## src/rtl/fp_operate_pipe_if.sv

```systemverilog
// ---------------------------------------------------------------------------
// fp_operate_pipe_if
//   Bundles the upstream (compare/swap -> operate) and downstream
//   (operate -> normalize/round) beats of the FP add/sub operate stage.
//
//   Handshake: a beat moves on a side in the cycle where valid and ready are
//   both 1 at the rising clock edge. A producer holding valid=1 keeps its
//   payload stable until the transfer, and ready may depend combinationally
//   on the consumer's own downstream ready.
//
//   Ports (slave = operate stage view):
//     in_valid/in_ready, op, flip, dst, gt_sign/gt_exp/gt_mnt,
//     lt_sign/lt_mnt, e_dif                      - upstream beat
//     out_valid/out_ready, out_op, out_flip, out_dst, out_sign, out_exp,
//     out_mnt {carry, mantissa, guard, round, sticky}, out_zero
//                                                - downstream beat
// ---------------------------------------------------------------------------
interface fp_operate_pipe_if #(
    parameter int EXP_W = 8,
    parameter int MNT_W = 24,
    parameter int DST_W = 5
);
    logic               in_valid;
    logic               in_ready;
    logic               op;
    logic               flip;
    logic [DST_W-1:0]   dst;
    logic               gt_sign;
    logic [EXP_W-1:0]   gt_exp;
    logic [MNT_W-1:0]   gt_mnt;
    logic               lt_sign;
    logic [MNT_W-1:0]   lt_mnt;
    logic [EXP_W-1:0]   e_dif;

    logic               out_valid;
    logic               out_ready;
    logic               out_op;
    logic               out_flip;
    logic [DST_W-1:0]   out_dst;
    logic               out_sign;
    logic [EXP_W-1:0]   out_exp;
    logic [MNT_W+3:0]   out_mnt;
    logic               out_zero;

    modport slave (
        input  in_valid, op, flip, dst, gt_sign, gt_exp, gt_mnt,
               lt_sign, lt_mnt, e_dif, out_ready,
        output in_ready, out_valid, out_op, out_flip, out_dst,
               out_sign, out_exp, out_mnt, out_zero
    );

    modport master (
        output in_valid, op, flip, dst, gt_sign, gt_exp, gt_mnt,
               lt_sign, lt_mnt, e_dif, out_ready,
        input  in_ready, out_valid, out_op, out_flip, out_dst,
               out_sign, out_exp, out_mnt, out_zero
    );
endinterface

```

## src/rtl/fp_operate_pipe.sv

```systemverilog
// ---------------------------------------------------------------------------
// fp_operate_pipe
//   Two-stage operate stage of the FP add/subtract datapath.
//   Stage 1 aligns the smaller mantissa by e_dif keeping guard/round/sticky;
//   stage 2 adds or subtracts the extended mantissas.
//
//   Ports:
//     clk    - clock
//     reset  - asynchronous active-high reset
//     bus    - fp_operate_pipe_if.slave (upstream and downstream beats)
// ---------------------------------------------------------------------------
module fp_operate_pipe #(
    parameter int EXP_W = 8,
    parameter int MNT_W = 24,
    parameter int DST_W = 5
) (
    input  logic              clk,
    input  logic              reset,
    fp_operate_pipe_if.slave  bus
);
    localparam int EXT_W = MNT_W + 3;   // mantissa + guard/round/sticky
    localparam int SUM_W = MNT_W + 4;   // plus carry

    // Stage 1 registers
    logic               r_v1;
    logic               r_s1_action;
    logic               r_s1_op;
    logic               r_s1_flip;
    logic [DST_W-1:0]   r_s1_dst;
    logic               r_s1_sign;
    logic [EXP_W-1:0]   r_s1_exp;
    logic [EXT_W-1:0]   r_s1_gt_ext;
    logic [EXT_W-1:0]   r_s1_lt_ext;

    // Stage 2 registers
    logic               r_v2;
    logic               r_s2_op;
    logic               r_s2_flip;
    logic [DST_W-1:0]   r_s2_dst;
    logic               r_s2_sign;
    logic [EXP_W-1:0]   r_s2_exp;
    logic [SUM_W-1:0]   r_s2_mnt;
    logic               r_s2_zero;

    logic               w_adv1;
    logic               w_adv2;
    logic [EXT_W-1:0]   w_lt_full;
    logic [EXT_W-1:0]   w_lt_shr;
    logic [EXT_W-1:0]   w_lost_mask;
    logic [EXT_W-1:0]   w_lt_ext;
    logic [SUM_W-1:0]   w_res;

    // A stage advances when it is empty or the stage after it advances,
    // so a full pipe can accept and drain in the same cycle.
    assign w_adv2       = !r_v2 || bus.out_ready;
    assign w_adv1       = !r_v1 || w_adv2;
    assign bus.in_ready = w_adv1;

    // Alignment: every bit shifted off the bottom folds into the sticky bit.
    // Shifts at or beyond the extended width leave only "was lt nonzero".
    always_comb begin
        w_lt_full   = {bus.lt_mnt, 3'b000};
        w_lt_shr    = w_lt_full >> bus.e_dif;
        w_lost_mask = ~({EXT_W{1'b1}} << bus.e_dif);
        if (32'(bus.e_dif) >= 32'(EXT_W)) begin
            w_lt_ext = {{(EXT_W-1){1'b0}}, |bus.lt_mnt};
        end else begin
            w_lt_ext = {w_lt_shr[EXT_W-1:1],
                        w_lt_shr[0] | (|(w_lt_full & w_lost_mask))};
        end
    end

    // Upstream guarantees |gt| >= |lt|, so the subtract never borrows.
    always_comb begin
        if (r_s1_action) begin
            w_res = {1'b0, r_s1_gt_ext} - {1'b0, r_s1_lt_ext};
        end else begin
            w_res = {1'b0, r_s1_gt_ext} + {1'b0, r_s1_lt_ext};
        end
    end

    always_ff @(posedge clk or posedge reset) begin
        if (reset) begin
            r_v1        <= 1'b0;
            r_s1_action <= 1'b0;
            r_s1_op     <= 1'b0;
            r_s1_flip   <= 1'b0;
            r_s1_dst    <= '0;
            r_s1_sign   <= 1'b0;
            r_s1_exp    <= '0;
            r_s1_gt_ext <= '0;
            r_s1_lt_ext <= '0;
        end else if (w_adv1) begin
            r_v1        <= bus.in_valid;
            r_s1_action <= bus.gt_sign ^ bus.lt_sign ^ bus.op;
            r_s1_op     <= bus.op;
            r_s1_flip   <= bus.flip;
            r_s1_dst    <= bus.dst;
            r_s1_sign   <= bus.gt_sign;
            r_s1_exp    <= bus.gt_exp;
            r_s1_gt_ext <= {bus.gt_mnt, 3'b000};
            r_s1_lt_ext <= w_lt_ext;
        end
    end

    always_ff @(posedge clk or posedge reset) begin
        if (reset) begin
            r_v2      <= 1'b0;
            r_s2_op   <= 1'b0;
            r_s2_flip <= 1'b0;
            r_s2_dst  <= '0;
            r_s2_sign <= 1'b0;
            r_s2_exp  <= '0;
            r_s2_mnt  <= '0;
            r_s2_zero <= 1'b0;
        end else if (w_adv2) begin
            r_v2      <= r_v1;
            r_s2_op   <= r_s1_op;
            r_s2_flip <= r_s1_flip;
            r_s2_dst  <= r_s1_dst;
            r_s2_sign <= r_s1_sign;
            r_s2_exp  <= r_s1_exp;
            r_s2_mnt  <= w_res;
            r_s2_zero <= (w_res == '0);
        end
    end

    assign bus.out_valid = r_v2;
    assign bus.out_op    = r_s2_op;
    assign bus.out_flip  = r_s2_flip;
    assign bus.out_dst   = r_s2_dst;
    assign bus.out_sign  = r_s2_sign;
    assign bus.out_exp   = r_s2_exp;
    assign bus.out_mnt   = r_s2_mnt;
    assign bus.out_zero  = r_s2_zero;
endmodule

```

## src/flat_wrapper.sv

```systemverilog
// flat-port wrapper written by rule: the top's interface ports become plain ports
module fp_operate_pipe_flat 
#(
    parameter int EXP_W = 8,
    parameter int MNT_W = 24,
    parameter int DST_W = 5
)
  (clk, reset, bus_in_valid, bus_op, bus_flip, bus_dst, bus_gt_sign, bus_gt_exp, bus_gt_mnt, bus_lt_sign, bus_lt_mnt, bus_e_dif, bus_out_ready, bus_in_ready, bus_out_valid, bus_out_op, bus_out_flip, bus_out_dst, bus_out_sign, bus_out_exp, bus_out_mnt, bus_out_zero);
  fp_operate_pipe_if #(.EXP_W(EXP_W), .MNT_W(MNT_W), .DST_W(DST_W)) bus_i ();
  input  logic clk;
  input  logic reset;
  input wire logic [$bits(bus_i.in_valid)-1:0] bus_in_valid;
  input wire logic [$bits(bus_i.op)-1:0] bus_op;
  input wire logic [$bits(bus_i.flip)-1:0] bus_flip;
  input wire logic [$bits(bus_i.dst)-1:0] bus_dst;
  input wire logic [$bits(bus_i.gt_sign)-1:0] bus_gt_sign;
  input wire logic [$bits(bus_i.gt_exp)-1:0] bus_gt_exp;
  input wire logic [$bits(bus_i.gt_mnt)-1:0] bus_gt_mnt;
  input wire logic [$bits(bus_i.lt_sign)-1:0] bus_lt_sign;
  input wire logic [$bits(bus_i.lt_mnt)-1:0] bus_lt_mnt;
  input wire logic [$bits(bus_i.e_dif)-1:0] bus_e_dif;
  input wire logic [$bits(bus_i.out_ready)-1:0] bus_out_ready;
  output wire logic [$bits(bus_i.in_ready)-1:0] bus_in_ready;
  output wire logic [$bits(bus_i.out_valid)-1:0] bus_out_valid;
  output wire logic [$bits(bus_i.out_op)-1:0] bus_out_op;
  output wire logic [$bits(bus_i.out_flip)-1:0] bus_out_flip;
  output wire logic [$bits(bus_i.out_dst)-1:0] bus_out_dst;
  output wire logic [$bits(bus_i.out_sign)-1:0] bus_out_sign;
  output wire logic [$bits(bus_i.out_exp)-1:0] bus_out_exp;
  output wire logic [$bits(bus_i.out_mnt)-1:0] bus_out_mnt;
  output wire logic [$bits(bus_i.out_zero)-1:0] bus_out_zero;
  assign bus_i.in_valid = bus_in_valid;
  assign bus_i.op = bus_op;
  assign bus_i.flip = bus_flip;
  assign bus_i.dst = bus_dst;
  assign bus_i.gt_sign = bus_gt_sign;
  assign bus_i.gt_exp = bus_gt_exp;
  assign bus_i.gt_mnt = bus_gt_mnt;
  assign bus_i.lt_sign = bus_lt_sign;
  assign bus_i.lt_mnt = bus_lt_mnt;
  assign bus_i.e_dif = bus_e_dif;
  assign bus_i.out_ready = bus_out_ready;
  assign bus_in_ready = bus_i.in_ready;
  assign bus_out_valid = bus_i.out_valid;
  assign bus_out_op = bus_i.out_op;
  assign bus_out_flip = bus_i.out_flip;
  assign bus_out_dst = bus_i.out_dst;
  assign bus_out_sign = bus_i.out_sign;
  assign bus_out_exp = bus_i.out_exp;
  assign bus_out_mnt = bus_i.out_mnt;
  assign bus_out_zero = bus_i.out_zero;
  fp_operate_pipe #(.EXP_W(EXP_W), .MNT_W(MNT_W), .DST_W(DST_W)) u_core (.clk(clk), .reset(reset), .bus(bus_i));
endmodule
```

## config.mk

```make
export PLATFORM = sky130hd
export DESIGN_NAME = fp_operate_pipe_flat
export DESIGN_NICKNAME = d
export VERILOG_FILES = /design/src/rtl/fp_operate_pipe_if.sv /design/src/rtl/fp_operate_pipe.sv /design/src/flat_wrapper.sv
export SDC_FILE = /design/constraint.sdc
export NUM_CORES = 1
export LEC_CHECK = 0
export CAP_MARGIN = 20
export CORE_MARGIN = 4
export CORE_UTILIZATION = 25
export CTS_CLUSTER_DIAMETER = 50
export DETAILED_ROUTE_END_ITERATION = 8
export MAX_ROUTING_LAYER = met4
export PLACE_DENSITY_LB_ADDON = 0.05
export SYNTH_ARGS = -nofsm -noshare
export SYNTH_HDL_FRONTEND = slang
export SYNTH_SLANG_ARGS = --single-unit
```

## constraint.sdc

```tcl
create_clock -name clk -period 9.29 [get_ports clk]
set_input_delay 2.3225 -clock clk [delete_from_list [all_inputs] [get_ports clk]]
set_output_delay 2.3225 -clock clk [all_outputs]
set_load 0.02 [all_outputs]
```

==> results.json, run 1 <==
{
  "drt_wl_total_mm": 30.8,
  "cts.repair.resized": 0,
  "chipWidth_um": 195,
  "avgSynthCellArea_um2": 7.61,
  "slew_headroom_pct": 41.9,
  "syn-num-nets": 1273,
  "pwr-share-comb_pct": 31.5,
  "total_power_w": 0.00189,
  "switchingPower_w": 0.000680,
  "start_util_pct": 25.3,
  "cts_root_buf": "clkbuf_16",
  "numCtsBuffers": 17,
  "hpwl_mm": 22.9,
  "drc": 0,
  "hold_depth": 2,
  "avgRoutedWirePerCell_um": 18.2,
  "pin_count": 124,
  "grt_overflow": 0,
  "cp_top_family": "buffers and inverters",
  "reg2regPathDepth": 12,
  "yosysSeqAreaShare_pct": 33.0,
  "fin_skew_ps": 11.9,
  "cp.required_ps": 6970,
  "synth_edf_count": 0,
  "tightest_slew_ps": 872,
  "clkSinkCount": 115,
  "grt_pass1_wl_mm": 49.3,
  "layout_min_cycle_time_ps": 6540,
  "rrSetupSlack_ps": 5790,
  "routed-wl-met3_mm": 1.13,
  "hold_ws_ps": 462,
  "wl_met1_mm": 15.6,
  "fin_tns_setup_ps": 0,
  "slew_viol_final": 0,
  "start_kind": "primary input",
  "syn_to_final_growth_pct": 24.7,
  "path_cells": "clkdlybuf4s50_1 -> nor2b_4 -> buf_4 -> and2_2 -> inv_2 -> clkdlybuf4s50_1",
  "stdcell_count": 1689,
  "route.vias.total": 8305,
  "power_density_nw_per_um2": 174,
  "layout-drive-gt1-share_pct": 6.24,
  "peakVddDrop_mv": 0.116,
  "wl_met2_mm": 13.7,
  "intPower_w": 0.00121,
  "grt_max_degree": 71,
  "postRouteAntennaNets": 0,
  "cts_tree": "yes",
  "cp_common_cell": "clkdlybuf4s50_1",
  "worstSkewPairLatency_ps": 420,
  "critical_path_class": "primary input to output pin",
  "holdPathEnd": "u_core.bus.out_flip$_DFFE_PP0P_",
  "clk_pin_slew_ps": 70,
  "synth_area_um2": 8710,
  "placementRows": 68,
  "finalCritPeriodShare_pct": 70.4,
  "path_buf_inv": 4,
  "dp_slack_ps": 2720,
  "port_buffers": 123,
  "cp-end-kind": "output pin",
  "p_sw_share_pct": 35.9,
  "dr.pass1.iters": 5,
  "hold_viol_final": 0,
  "clockBufferDepth": 2,
  "die_y_um": 195,
  "grt_pass1_vias": 8347,
  "drtIter0Drc": 557,
  "ys_types": 76,
  "hold_path_class": "flip-flop to flip-flop",
  "routed_via_density": 4.92,
  "synth_ff_type": "dfrtp_1",
  "coreArea_um2": 34500,
  "yosysWarnings": 0,
  "place_congestion": 0.861,
  "nets": 1349,
  "postCtsSetupBuffers": 0,
  "r2r-end": "u_core.bus.out_zero$_DFFE_PP0P_",
  "rsz0062_at_grt": "no",
  "leakage_nw": 4.60,
  "synth-seq-cells": 115,
  "cp_slowest_cell": "clkdlybuf4s50_1",
  "die_area_um2": 37900,
  "cp.arrival_ps": 4220,
  "antenna_found_initial": 0,
  "hp-start": "u_core.r_s1_flip$_DFFE_PP0P_",
  "ctsHoldBuffers": 0,
  "regToRegStartpoint": "u_core.r_s1_lt_ext[7]$_DFFE_PP0P_",
  "syn_inst": 1145,
  "async_flop_share_pct": 100,
  "h-tree-depth": 4,
  "setup_viol": 0,
  "slowest_delay_ps": 530,
  "drv_cap": 0,
  "critPathMaxFanout": 44,
  "power_frac_clock_pct": 36.6,
  "pwr-share-seq_pct": 31.9,
  "fin_ws_ps": 2750,
  "routed.top_layer": "met4",
  "status": "complete, no violations",
  "antennaDiodeCount": 0,
  "place_inst": 1657,
  "fmax_mhz": 153,
  "track_usage_pct": 16.6
}
flip-flops by register name, summed over array words and instances, names as in the netlist:
signal                cells
u_core.bus.out_mnt       28
u_core.r_s1_lt_ext       27
u_core.r_s1_gt_ext       24
u_core.bus.out_exp        8
u_core.r_s1_exp           8
u_core.bus.out_dst        5
u_core.r_s1_dst           5
u_core.bus.out_flip       1
u_core.bus.out_op         1
u_core.bus.out_sign       1
u_core.bus.out_valid      1
u_core.bus.out_zero       1
u_core.r_s1_action        1
u_core.r_s1_flip          1
u_core.r_s1_op            1
u_core.r_s1_sign          1
u_core.r_v1               1
Yosys cell counts (all sizes together), types with 3 or more instances:
library cell  instances  area [um2]
and4                  3        26.3
ha                   50         626
o21bai                3        22.5
buf                  27         158
a22oi                 5        37.5
xor2                  4        35.0
o31ai                13        97.6
o211ai               14         105
o311ai                4        35.0
nand2               263         987
nor3                 21         105
nand3                33         165
nor4                  9        56.3
nor2                 93         349
nand2b               10        62.6
nor2b                14        87.6
mux2i                20         200
a211oi               12        90.1
o21ai                80         404
a21o                 14         106
inv                  55         206
or3                   4        25.0
clkbuf               51         191
a41oi                 3        26.3
o22ai                19         119
a21oi                82         422
xnor2                19         166
or2                   6        37.5
a2111oi               5        43.8
dfrtp               115        2880
mux2                 11         124
mux4                  3        67.6
and2                  4        25.0
a31oi                17         121
nand4                11        68.8
a221oi                4        41.3
or4                   5        41.3
worst max path at each step:
stage,slack [ps],startpoint,cells after the start,endpoint
after global routing,2630,bus_out_ready,6,bus_in_ready
after CTS,2710,bus_out_ready,6,bus_in_ready
after floorplan,3670,bus_out_ready,6,bus_in_ready
final,2750,bus_out_ready,6,bus_in_ready
after global placement,2740,bus_out_ready,6,bus_in_ready
after detailed placement,2720,bus_out_ready,6,bus_in_ready
power groups by stage:
stage | Combinational (W) | Clock, W | Sequential (W)
2_1_floorplan | 0.000316 | 0 | 0.000657
3_3_place_gp | 0.000606 | 0 | 0.000613
3_5_place_dp | 0.000602 | 0 | 0.000615
4_1_cts | 0.000604 | 0.000714 | 0.000605
5_1_grt | 0.000656 | 0.000737 | 0.000614
6_report | 0.000596 | 0.000693 | 0.000604
final cells by class:
| type | count | area [um2] |
|---|---|---|
| timing repair buffer | 135 | 1320 |
| clock inverter | 14 | 164 |
| multi-input combinational | 896 | 5290 |
| sequential | 115 | 2880 |
| fill | 3769 | 23600 |
| tap | 455 | 569 |
| inverter | 56 | 213 |
| clock buffer | 18 | 439 |
metrics by stage:
stage	instance area [um2]	utilization, %
after detailed placement	10300	29.8
after floorplan	8710	-
after CTS	10900	31.5
after global routing	10900	31.5
after global placement	10300	29.8
final	10900	31.5
tightest hold or removal path, stage by stage, from the launching register on:
cell and delay, ps:
dfrtp_1 340, nand2_1 50, nand2_1 50
layout by cell type (no fill, tap or decap), types with 5 or more instances in the layout:
cell type,Yosys,final
a2111oi_0,5,5
a211oi_1,12,12
a21o_1,13,13
a21oi_1,81,81
a22oi_1,5,5
a31oi_1,16,16
buf_4,3,12
clkbuf_16,0,17
clkdlybuf4s50_1,0,122
dfrtp_1,115,115
ha_1,50,50
inv_1,54,53
inv_6,0,8
mux2_2,11,11
mux2i_1,20,20
nand2_1,263,263
nand2b_1,10,9
nand3_1,33,33
nand4_1,11,11
nor2_1,93,92
nor2b_1,14,13
nor3_1,21,21
nor4_1,9,9
o211ai_1,14,14
o21ai_0,73,73
o21ai_1,6,6
o22ai_1,19,19
o31ai_1,13,13
or2_2,5,5
xnor2_1,19,19
kinds of logic (layout without fill, tap and decap cells):
| kind of cell | count (synthesis) | in the layout | synth area share, % |
|---|---|---|---|
| adder cells (fa/ha/maj) | 51 | 51 | 7.41 |
| multiplexers | 34 | 34 | 4.50 |
| buffers and inverters | 134 | 223 | 6.42 |
| XOR/XNOR | 23 | 23 | 2.31 |
| AO/OA/AOI/OAI | 300 | 300 | 21.8 |
| flip-flops | 115 | 115 | 33.0 |
| AND/OR/NAND/NOR | 488 | 488 | 24.6 |
metal layers:
| metal | GRT usage (%) | up-vias |
|---|---|---|
| li1 | - | 4160 |
| met1 | 24.3 | 3934 |
| met2 | 24.5 | 196 |
| met3 | 2.29 | 15 |
| met4 | 3.23 | 0 |
| met5 | - | - |
No activity file was read; power rests on OpenSTA's default activity.
==> run 2, diff against run 1 <==
- clock period: 9.29 -> 6.7 ns (I/O delays scaled with it)
==> run 2 against run 1 <==
  * Combinational power increased by 39%
  * Hold slack hardly changed
  * Die area unchanged
  * Cell count grew 0.12%
  * Sequential share of layout area decreased by 0.076 points
  * Clock power grew 42%
  * Wire length rose by 1.8%
  * Critical path type unchanged
==> results.json, run 2 (same netlist as run 1, synthesis figures left out) <==
{
  "intPower_w": 0.00171,
  "fin_util_pct": 31.6,
  "dr.pass1.iters": 5,
  "tightest_slew_ps": 938,
  "postRouteAntennaNets": 0,
  "placementRows": 68,
  "die_y_um": 195,
  "h-tree-depth": 4,
  "grt_max_degree": 71,
  "chipWidth_um": 195,
  "start_util_pct": 25.3,
  "avgRoutedWirePerCell_um": 18.5,
  "pin_count": 124,
  "cp-end-kind": "output pin",
  "leakage_nw": 4.62,
  "hold_path_class": "flip-flop to flip-flop",
  "cp.required_ps": 5030,
  "switchingPower_w": 0.000945,
  "cts.repair.resized": 0,
  "track_usage_pct": 16.9,
  "peakVddDrop_mv": 0.168,
  "place_congestion": 0.871,
  "rsz0062_at_grt": "no",
  "clockBufferDepth": 2,
  "cp.arrival_ps": 3190,
  "grt_pass1_vias": 8443,
  "r2r-end": "u_core.bus.out_zero$_DFFE_PP0P_",
  "pwr-share-seq_pct": 31.6,
  "syn_to_final_growth_pct": 25.1,
  "finalCritPeriodShare_pct": 72.7,
  "antennaDiodeCount": 0,
  "p_sw_share_pct": 35.6,
  "layout_common_cells": "nand2_1 (263), clkdlybuf4s50_1 (122), dfrtp_1 (115)",
  "slew_headroom_pct": 37.3,
  "drt_wl_total_mm": 31.3,
  "die_area_um2": 37900,
  "hold_viol_final": 0,
  "dpl_cell_area_um2": 10300,
  "worstSkewPairLatency_ps": 430,
  "regToRegStartpoint": "u_core.r_s1_lt_ext[5]$_DFFE_PP0P_",
  "hold_ws_ps": 462,
  "hpwl_mm": 23.8,
  "cts_root_buf": "clkbuf_16",
  "final_common_cell": "nand2_1",
  "route.vias.total": 8412,
  "postCtsSetupBuffers": 0,
  "fin_tns_setup_ps": 0,
  "stdcell_area_um2": 10900,
  "drtIter0Drc": 544,
  "endpoint": "bus_in_ready",
  "pwr-share-comb_pct": 31.3,
  "coreArea_um2": 34500,
  "hold_depth": 2,
  "critical_path_class": "primary input to output pin",
  "port_buffers": 123,
  "ctsHoldBuffers": 0,
  "critPathMaxFanout": 2,
  "power_frac_clock_pct": 37.2,
  "clk_pin_slew_ps": 60,
  "grt_pass1_wl_mm": 50.2,
  "clkSinkCount": 115,
  "grt_overflow": 0,
  "start_kind": "primary input",
  "power_density_nw_per_um2": 244,
  "layout_min_cycle_time_ps": 4870,
  "cts_tree": "yes",
  "nets": 1351,
  "drc": 0,
  "rrSetupSlack_ps": 3030,
  "layout-drive-gt1-share_pct": 6.39,
  "largest_reg_flops": 28,
  "crit_start": "bus_out_ready",
  "routed_via_density": 4.97,
  "setup_viol": 0,
  "drv_cap": 0,
  "numCtsBuffers": 17,
  "reg2regPathDepth": 12,
  "antenna_found_initial": 0,
  "slew_viol_final": 0,
  "status": "complete, no violations",
  "fin_skew_ps": 16.5,
  "fmax_mhz": 205
}
run 2: changes by cell type in the layout (fill, tap and decap cells not counted):
cell        delta
inv_6          -3
buf_4          +2
clkinv_4       +2
bufinv_16      +1
clkbuf_8       -1
clkinv_2       +1
clkinvlp_4     -1
inv_8          +1
run 2: per-layer routing:
layer,up-vias,GRT usage (%),wire [um]
met5,-,-,0
met4,0,3.91,548
met3,30,2.48,1020
met2,200,25.1,13700
met1,4018,24.5,16100
li1,4164,-,-
run 2: metrics by stage:
| step | instances | total power, W | setup WS, ps |
|---|---|---|---|
| final | 1691 | 0.00265 | 1830 |
| after global routing | 1691 | 0.00282 | 1750 |
| after CTS | 1691 | 0.00270 | 1770 |
| after detailed placement | 1659 | 0.00169 | 1710 |
| after global placement | 1659 | 0.00170 | 1680 |
| after floorplan | 1145 | 0.00135 | 1980 |
run 2: power groups by stage:
stage	Combinational [W]	Clock [W]	Sequential, W
after floorplan	0.000439	0	0.000911
after global placement	0.000845	0	0.000851
after detailed placement	0.000837	0	0.000854
after CTS	0.000840	0.00102	0.000841
after global routing	0.000914	0.00105	0.000852
final	0.000829	0.000986	0.000838
run 2: cell type report:
class | instances | area (um2)
Clock buffer | 17 | 425
Inverter | 56 | 213
Timing Repair Buffer | 137 | 1330
Sequential cell | 115 | 2880
Multi-Input combinational cell | 896 | 5290
Tap cell | 455 | 569
Clock inverter | 15 | 194
Fill cell | 3766 | 23600
run 2: how the worst min path moves through the flow:
stage / startpoint / end / slack, ps
3_3_place_gp: u_core.bus.out_exp[6]$_DFFE_PP0P_ / u_core.bus.out_exp[6]$_DFFE_PP0P_ / 450
3_5_place_dp: u_core.bus.out_dst[1]$_DFFE_PP0P_ / u_core.bus.out_dst[1]$_DFFE_PP0P_ / 450
5_1_grt: u_core.bus.out_dst[4]$_DFFE_PP0P_ / u_core.bus.out_dst[4]$_DFFE_PP0P_ / 480
4_1_cts: u_core.r_s1_flip$_DFFE_PP0P_ / u_core.bus.out_flip$_DFFE_PP0P_ / 470
2_1_floorplan: u_core.r_v1$_DFFE_PP0P_ / u_core.bus.out_valid$_DFFE_PP0P_ / 430
6_report: u_core.bus.out_exp[6]$_DFFE_PP0P_ / u_core.bus.out_exp[6]$_DFFE_PP0P_ / 460
run 2: worst max-delay path, cell delays in order:
cell	delay, ps
clkdlybuf4s50_1	530
nor2b_4	50
and2_2	230
inv_2	70
clkdlybuf4s50_1	630
==> run 3, diff against run 2 <==
- clock period: 6.7 -> 4.65 ns (I/O delays scaled with it)
==> run 3 against run 2 <==
  * Sequential share of layout area down 0.16 points
  * Global-route usage up 0.32 points
  * Clock skew down 8.0 ps
  * Sequential power up 46%
  * Clock power up 47%
  * Critical path type unchanged
==> results.json, run 3 (same netlist as run 1, synthesis figures left out) <==
{
  "track_usage_pct": 17.3,
  "dpl_cell_area_um2": 10300,
  "stdcell_area_um2": 11000,
  "slew_viol_final": 0,
  "peakVddDrop_mv": 0.239,
  "die_y_um": 195,
  "pwr-share-seq_pct": 31.5,
  "coreArea_um2": 34500,
  "grt_max_degree": 62,
  "cp-end-kind": "output pin",
  "fin_tns_setup_ps": 0,
  "regToRegStartpoint": "u_core.r_s1_lt_ext[8]$_DFFE_PP0P_",
  "route.vias.total": 8417,
  "port_buffers": 123,
  "switchingPower_w": 0.00135,
  "routed_via_density": 4.96,
  "layout_common_cells": "nand2_1 (263), clkdlybuf4s50_1 (122), dfrtp_1 (115)",
  "grt_pass1_vias": 8533,
  "grt_pass1_wl_mm": 50.8,
  "rsz0062_at_grt": "no",
  "antennaDiodeCount": 0,
  "holdPathEnd": "u_core.bus.out_dst[1]$_DFFE_PP0P_",
  "power_frac_clock_pct": 37.5,
  "ctsHoldBuffers": 0,
  "place_congestion": 0.848,
  "numCtsBuffers": 17,
  "h-tree-depth": 4,
  "start_util_pct": 25.3,
  "hold_path_class": "flip-flop to flip-flop",
  "intPower_w": 0.00251,
  "r2r-end": "u_core.bus.out_zero$_DFFE_PP0P_",
  "drv_cap": 0,
  "worstSkewPairLatency_ps": 420,
  "placementRows": 68,
  "clkSinkCount": 115,
  "drtIter0Drc": 479,
  "dr.pass1.iters": 5,
  "reg2regPathDepth": 12,
  "postRouteAntennaNets": 0,
  "chipWidth_um": 195,
  "layout-drive-gt1-share_pct": 6.77,
  "fill_cells": 3792,
  "hold_viol_final": 0,
  "hold_depth": 2,
  "die_area_um2": 37900,
  "clockBufferDepth": 2,
  "cp.required_ps": 3490,
  "fin_skew_ps": 8.46,
  "largest_reg_flops": 28,
  "clk_pin_slew_ps": 60,
  "final_common_cell": "nand2_1",
  "leakage_nw": 4.66,
  "hp-start": "u_core.bus.out_dst[1]$_DFFE_PP0P_",
  "hpwl_mm": 24.2,
  "nets": 1357,
  "postCtsSetupBuffers": 0,
  "cts_root_buf": "clkbuf_16",
  "rrSetupSlack_ps": 1040,
  "cts.repair.resized": 0,
  "critPathMaxFanout": 3,
  "avgRoutedWirePerCell_um": 18.6,
  "slew_headroom_pct": 40.9,
  "setup_viol": 0,
  "fmax_mhz": 261,
  "cts_tree": "yes",
  "drt_wl_total_mm": 31.5,
  "antenna_found_initial": 0,
  "start_kind": "primary input",
  "pwr-share-comb_pct": 31.0,
  "p_sw_share_pct": 34.9,
  "finalCritPeriodShare_pct": 82.5,
  "drc": 0,
  "syn_to_final_growth_pct": 25.9,
  "critical_path_class": "primary input to output pin",
  "grt_overflow": 0,
  "layout_min_cycle_time_ps": 3840,
  "power_density_nw_per_um2": 352,
  "cp.arrival_ps": 2670,
  "pin_count": 124,
  "tightest_slew_ps": 878,
  "status": "complete, no violations"
}
run 3: cell types whose count changed in the layout (fill, tap and decap cells not counted), sizes merged:
| cell | delta |
|---|---|
| buf | +6 |
| clkinvlp | +1 |
| inv | -4 |
| clkinv | +1 |
| bufinv | +1 |
run 3: how the worst max path moves through the flow:
stage                   from                                 to  slack (ps)  depth (start not counted)
2_1_floorplan          reset  u_core.bus.out_dst[0]$_DFFE_PP0P_         440                          1
3_3_place_gp    bus_e_dif[1]  u_core.r_s1_lt_ext[1]$_DFFE_PP0P_         690                          8
3_5_place_dp    bus_e_dif[1]  u_core.r_s1_lt_ext[1]$_DFFE_PP0P_         680                          8
4_1_cts        bus_out_ready                       bus_in_ready         770                          5
5_1_grt        bus_out_ready                       bus_in_ready         750                          5
6_report       bus_out_ready                       bus_in_ready         810                          5
run 3: metal layers:
| metal | routed length [um] | track usage (%) | up-vias |
|---|---|---|---|
| li1 | - | - | 4162 |
| met1 | 15900 | 25.1 | 4075 |
| met2 | 14400 | 25.8 | 166 |
| met3 | 945 | 2.08 | 14 |
| met4 | 299 | 3.72 | 0 |
| met5 | 0 | - | - |
run 3: metrics by stage:
step	worst slack [ps]	instances	hold WS, ps	util (%)	power [W]
5_1_grt	747	1696	484	31.8	0.00410
3_3_place_gp	693	1665	448	30.0	0.00245
6_report	814	1696	464	31.8	0.00386
3_5_place_dp	675	1665	454	30.0	0.00245
4_1_cts	774	1696	469	31.8	0.00392
2_1_floorplan	443	1145	425	-	0.00195
run 3: critical path: stages:
cell	delay, ps
clkdlybuf4s50_1	520
nor2b_4	50
and2_2	240
inv_2	80
clkdlybuf4s50_1	610
run 3: power groups by stage:
stage               registers (W)  clock network (W)  logic (W)
finish                    0.00122            0.00145    0.00120
global route              0.00124            0.00153    0.00133
CTS                       0.00122            0.00149    0.00121
detailed placement        0.00124                  0    0.00121
global placement          0.00124                  0    0.00121
floorplan                 0.00131                  0   0.000632
run 3: final cells by class:
cell class	count	area, um2	area share (%)
inverter	56	213	1.94
multi-input combinational	896	5290	48.2
clock buffer	17	425	3.88
clock inverter	14	204	1.86
tap	455	569	5.19
sequential	115	2880	26.2
timing repair buffer	143	1390	12.7
==> RTL change: new RTL, settings of run 3 <==
`DST_W` is set to 5 in 3 places; all go to 10.
--- a/src/rtl/fp_operate_pipe_if.sv
+++ b/src/rtl/fp_operate_pipe_if.sv
@@ -19,5 +19,5 @@
     parameter int EXP_W = 8,
     parameter int MNT_W = 24,
-    parameter int DST_W = 5
+    parameter int DST_W = 10
 );
     logic               in_valid;
--- a/src/rtl/fp_operate_pipe.sv
+++ b/src/rtl/fp_operate_pipe.sv
@@ -13,5 +13,5 @@
     parameter int EXP_W = 8,
     parameter int MNT_W = 24,
-    parameter int DST_W = 5
+    parameter int DST_W = 10
 ) (
     input  logic              clk,
--- a/src/flat_wrapper.sv
+++ b/src/flat_wrapper.sv
@@ -4,5 +4,5 @@
     parameter int EXP_W = 8,
     parameter int MNT_W = 24,
-    parameter int DST_W = 5
+    parameter int DST_W = 10
 )
   (clk, reset, bus_in_valid, bus_op, bus_flip, bus_dst, bus_gt_sign, bus_gt_exp, bus_gt_mnt, bus_lt_sign, bus_lt_mnt, bus_e_dif, bus_out_ready, bus_in_ready, bus_out_valid, bus_out_op, bus_out_flip, bus_out_dst, bus_out_sign, bus_out_exp, bus_out_mnt, bus_out_zero);
Interface: changed (resized bus_dst and bus_out_dst); port bits go from 124 to 134. No check against the original RTL was run, so the function may have changed too.
==> RTL change against run 3 <==
Worst setup slack worse by 0.075 ns; clock power down 13%; critical path type unchanged; count of clock-buffer cells in the layout up 2; global-route usage down 0.25 points; power down 0.17%; cell area up 4.5%; largest power group is now sequential cells; synthesized cell count up 1.7%; area after synthesis up 4.6%; die area up 4.4%; sequential cell count up 10; wire length up 3.3%.
==> RTL change: results (changes against run 3) <==
Layout:
- The number of diodes is 0 (unchanged).
- The number of flip-flops under the largest register name is 28 (unchanged).
- The number of nets in the final layout is 1396 (was 1357).
- The layout cell share with drive strength beyond 1 is 0.0721 (was 0.0677).

Synthesis:
- The number of warning messages in the yosys log is 0 (unchanged).
- The number of nets produced by synthesis is 1298 (was 1273).
- Largest cells by area after synthesis: dfrtp_1 34%, nand2_1 12%, ha_1 6.9% (was dfrtp_1 33%, nand2_1 11%, ha_1 7.2%).
- The async set or reset register ratio after synthesis is 1.00 (unchanged).
- Most numerous cell types in the synthesized netlist: 303 x nand2_1, 125 x dfrtp_1, 83 x nor2_1, 80 x a21oi_1, 72 x o21ai_0 (was 263 x nand2_1, 115 x dfrtp_1, 93 x nor2_1, 81 x a21oi_1, 73 x o21ai_0).
- The dominant synthesized flop cell is dfrtp_1 (unchanged).
- The sequential element share of the synthesized area came to 0.343 (was 0.330).
- The number of distinct library cells after synthesis is 85 (was 76).

Place:
- The post-place setup slack is 0.712 ns (was 0.675 ns).
- The detailed placement HPWL was 25.1 mm (was 24.2 mm).
- The number of buffer cells added on primary ports is 133 (was 123).
- The routability congestion estimate from global placement is 0.863 (was 0.848).

Timing:
- The worst max-slew margin expressed relative to the limit is 0.448 (was 0.409).
- The final setup skew came to 0.0107 ns (was 0.00846 ns).

Clocking:
- The clock buffer count from CTS is 17 (unchanged).
- The maximum clock insertion buffer count was 2 (unchanged).
- The number of cells upsized or downsized after cts is 0 (unchanged).
- At the later pin of the worst-skew pair, clock insertion delay measures 0.43 ns.
- The number of setup buffers added after CTS is 0 (unchanged).
- The root buffer cell was clkbuf_16 (unchanged).
- The clock transition at the registers of the reported paths is 0.06 ns (about the same).
- The maximum level of the CTS H-tree was 4 (unchanged).

Power and ir drop:
- The standby leakage power is 4.95 nW (was 4.66 nW).
- The power per cell area was 336 nW/µm² (was 352 nW/µm²).
- The switching share of power is 0.355 (was 0.349).
- The sequential logic power is 1.32 mW (was 1.22 mW).
- The maximum resistive drop on vdd is 264 µV (was 239 µV).
- The clock power share is 0.328 (was 0.375).

Global routing:
- The number of antenna violations at the first check in global routing was 0 (unchanged).
- The global-route wire length before repair came to 51.0 mm (was 50.8 mm).
- The number of global-route vias before repair is 8582 (was 8533).
- The largest net degree at the start of global routing is 76 (was 62).
- The total global-route track usage is 0.170 (was 0.173).

Detailed routing:
- The total wirelength of the detailed-routed design was 32.6 mm (was 31.5 mm).
- The detailed-routing iteration count for the pre-antenna-repair pass is 5 (unchanged).
- The DRC marker count from the first detailed-route iteration is 518 (was 479).
- The number of vias after detailed routing is 8509 (was 8417).

Min path:
- The type of the most critical hold path is flip-flop to flip-flop (unchanged).

Worst setup path:
- The highest fanout seen on the critical path came to 3 (unchanged).

Run status:
- Result of the run: complete, no violations (unchanged).
-- RTL change: critical path, stage by stage --
cell,delay [ns]
clkdlybuf4s50_1,0.54
nor2b_4,0.05
and2_2,0.23
inv_2,0.13
clkdlybuf4s50_1,0.63
-- RTL change: kinds of logic after synthesis --
group                      count (synthesis)  synth area share
and+or+nand+nor                          507             0.246
AOI/OAI and AO/OA                        286             0.210
buffers and inverters                    134            0.0586
DFF                                      125             0.343
adders and majority gates                 52            0.0719
muxes                                     36            0.0461
xor gates and xnor gates                  25            0.0240
-- RTL change: cell type report --
cell class | instances | area [µm²]
fill | 3922 | 24300
multi-input combinational | 906 | 5460
sequential | 125 | 3130
timing repair buffer | 154 | 1510
tap | 461 | 577
clock buffer | 19 | 433
inverter | 59 | 226
clock inverter | 13 | 115
-- RTL change: final timing paths --
path                                        from                endpoint  slack, ns  cells after the start
hold / removal                       u_core.r_v1    u_core.bus.out_valid       0.45                      1
setup / recovery                   bus_out_ready            bus_in_ready       0.74                      5
max in group asynchronous                  reset  u_core.r_s1_lt_ext[14]       2.67                      3
setup reg to reg           u_core.r_s1_lt_ext[4]     u_core.bus.out_zero       1.06                     12
hold reg to reg                      u_core.r_v1    u_core.bus.out_valid       0.45                      1
min in group asynchronous                  reset   u_core.bus.out_exp[5]       1.17                      2
-- RTL change: metal layers --
metal | vias up | routed length, µm | global-route usage
li1 | 4259 | - | -
met1 | 4068 | 16300 | 0.238
met2 | 165 | 15000 | 0.263
met3 | 17 | 978 | 0.0254
met4 | 0 | 341 | 0.0365
met5 | - | 0 | -
-- RTL change: through the flow --
step | area [µm²] | instances
after floorplan | 9110 | 1165
after global placement | 10900 | 1704
after detailed placement | 10900 | 1704
after CTS | 11400 | 1736
after global routing | 11500 | 1737
final | 11500 | 1737
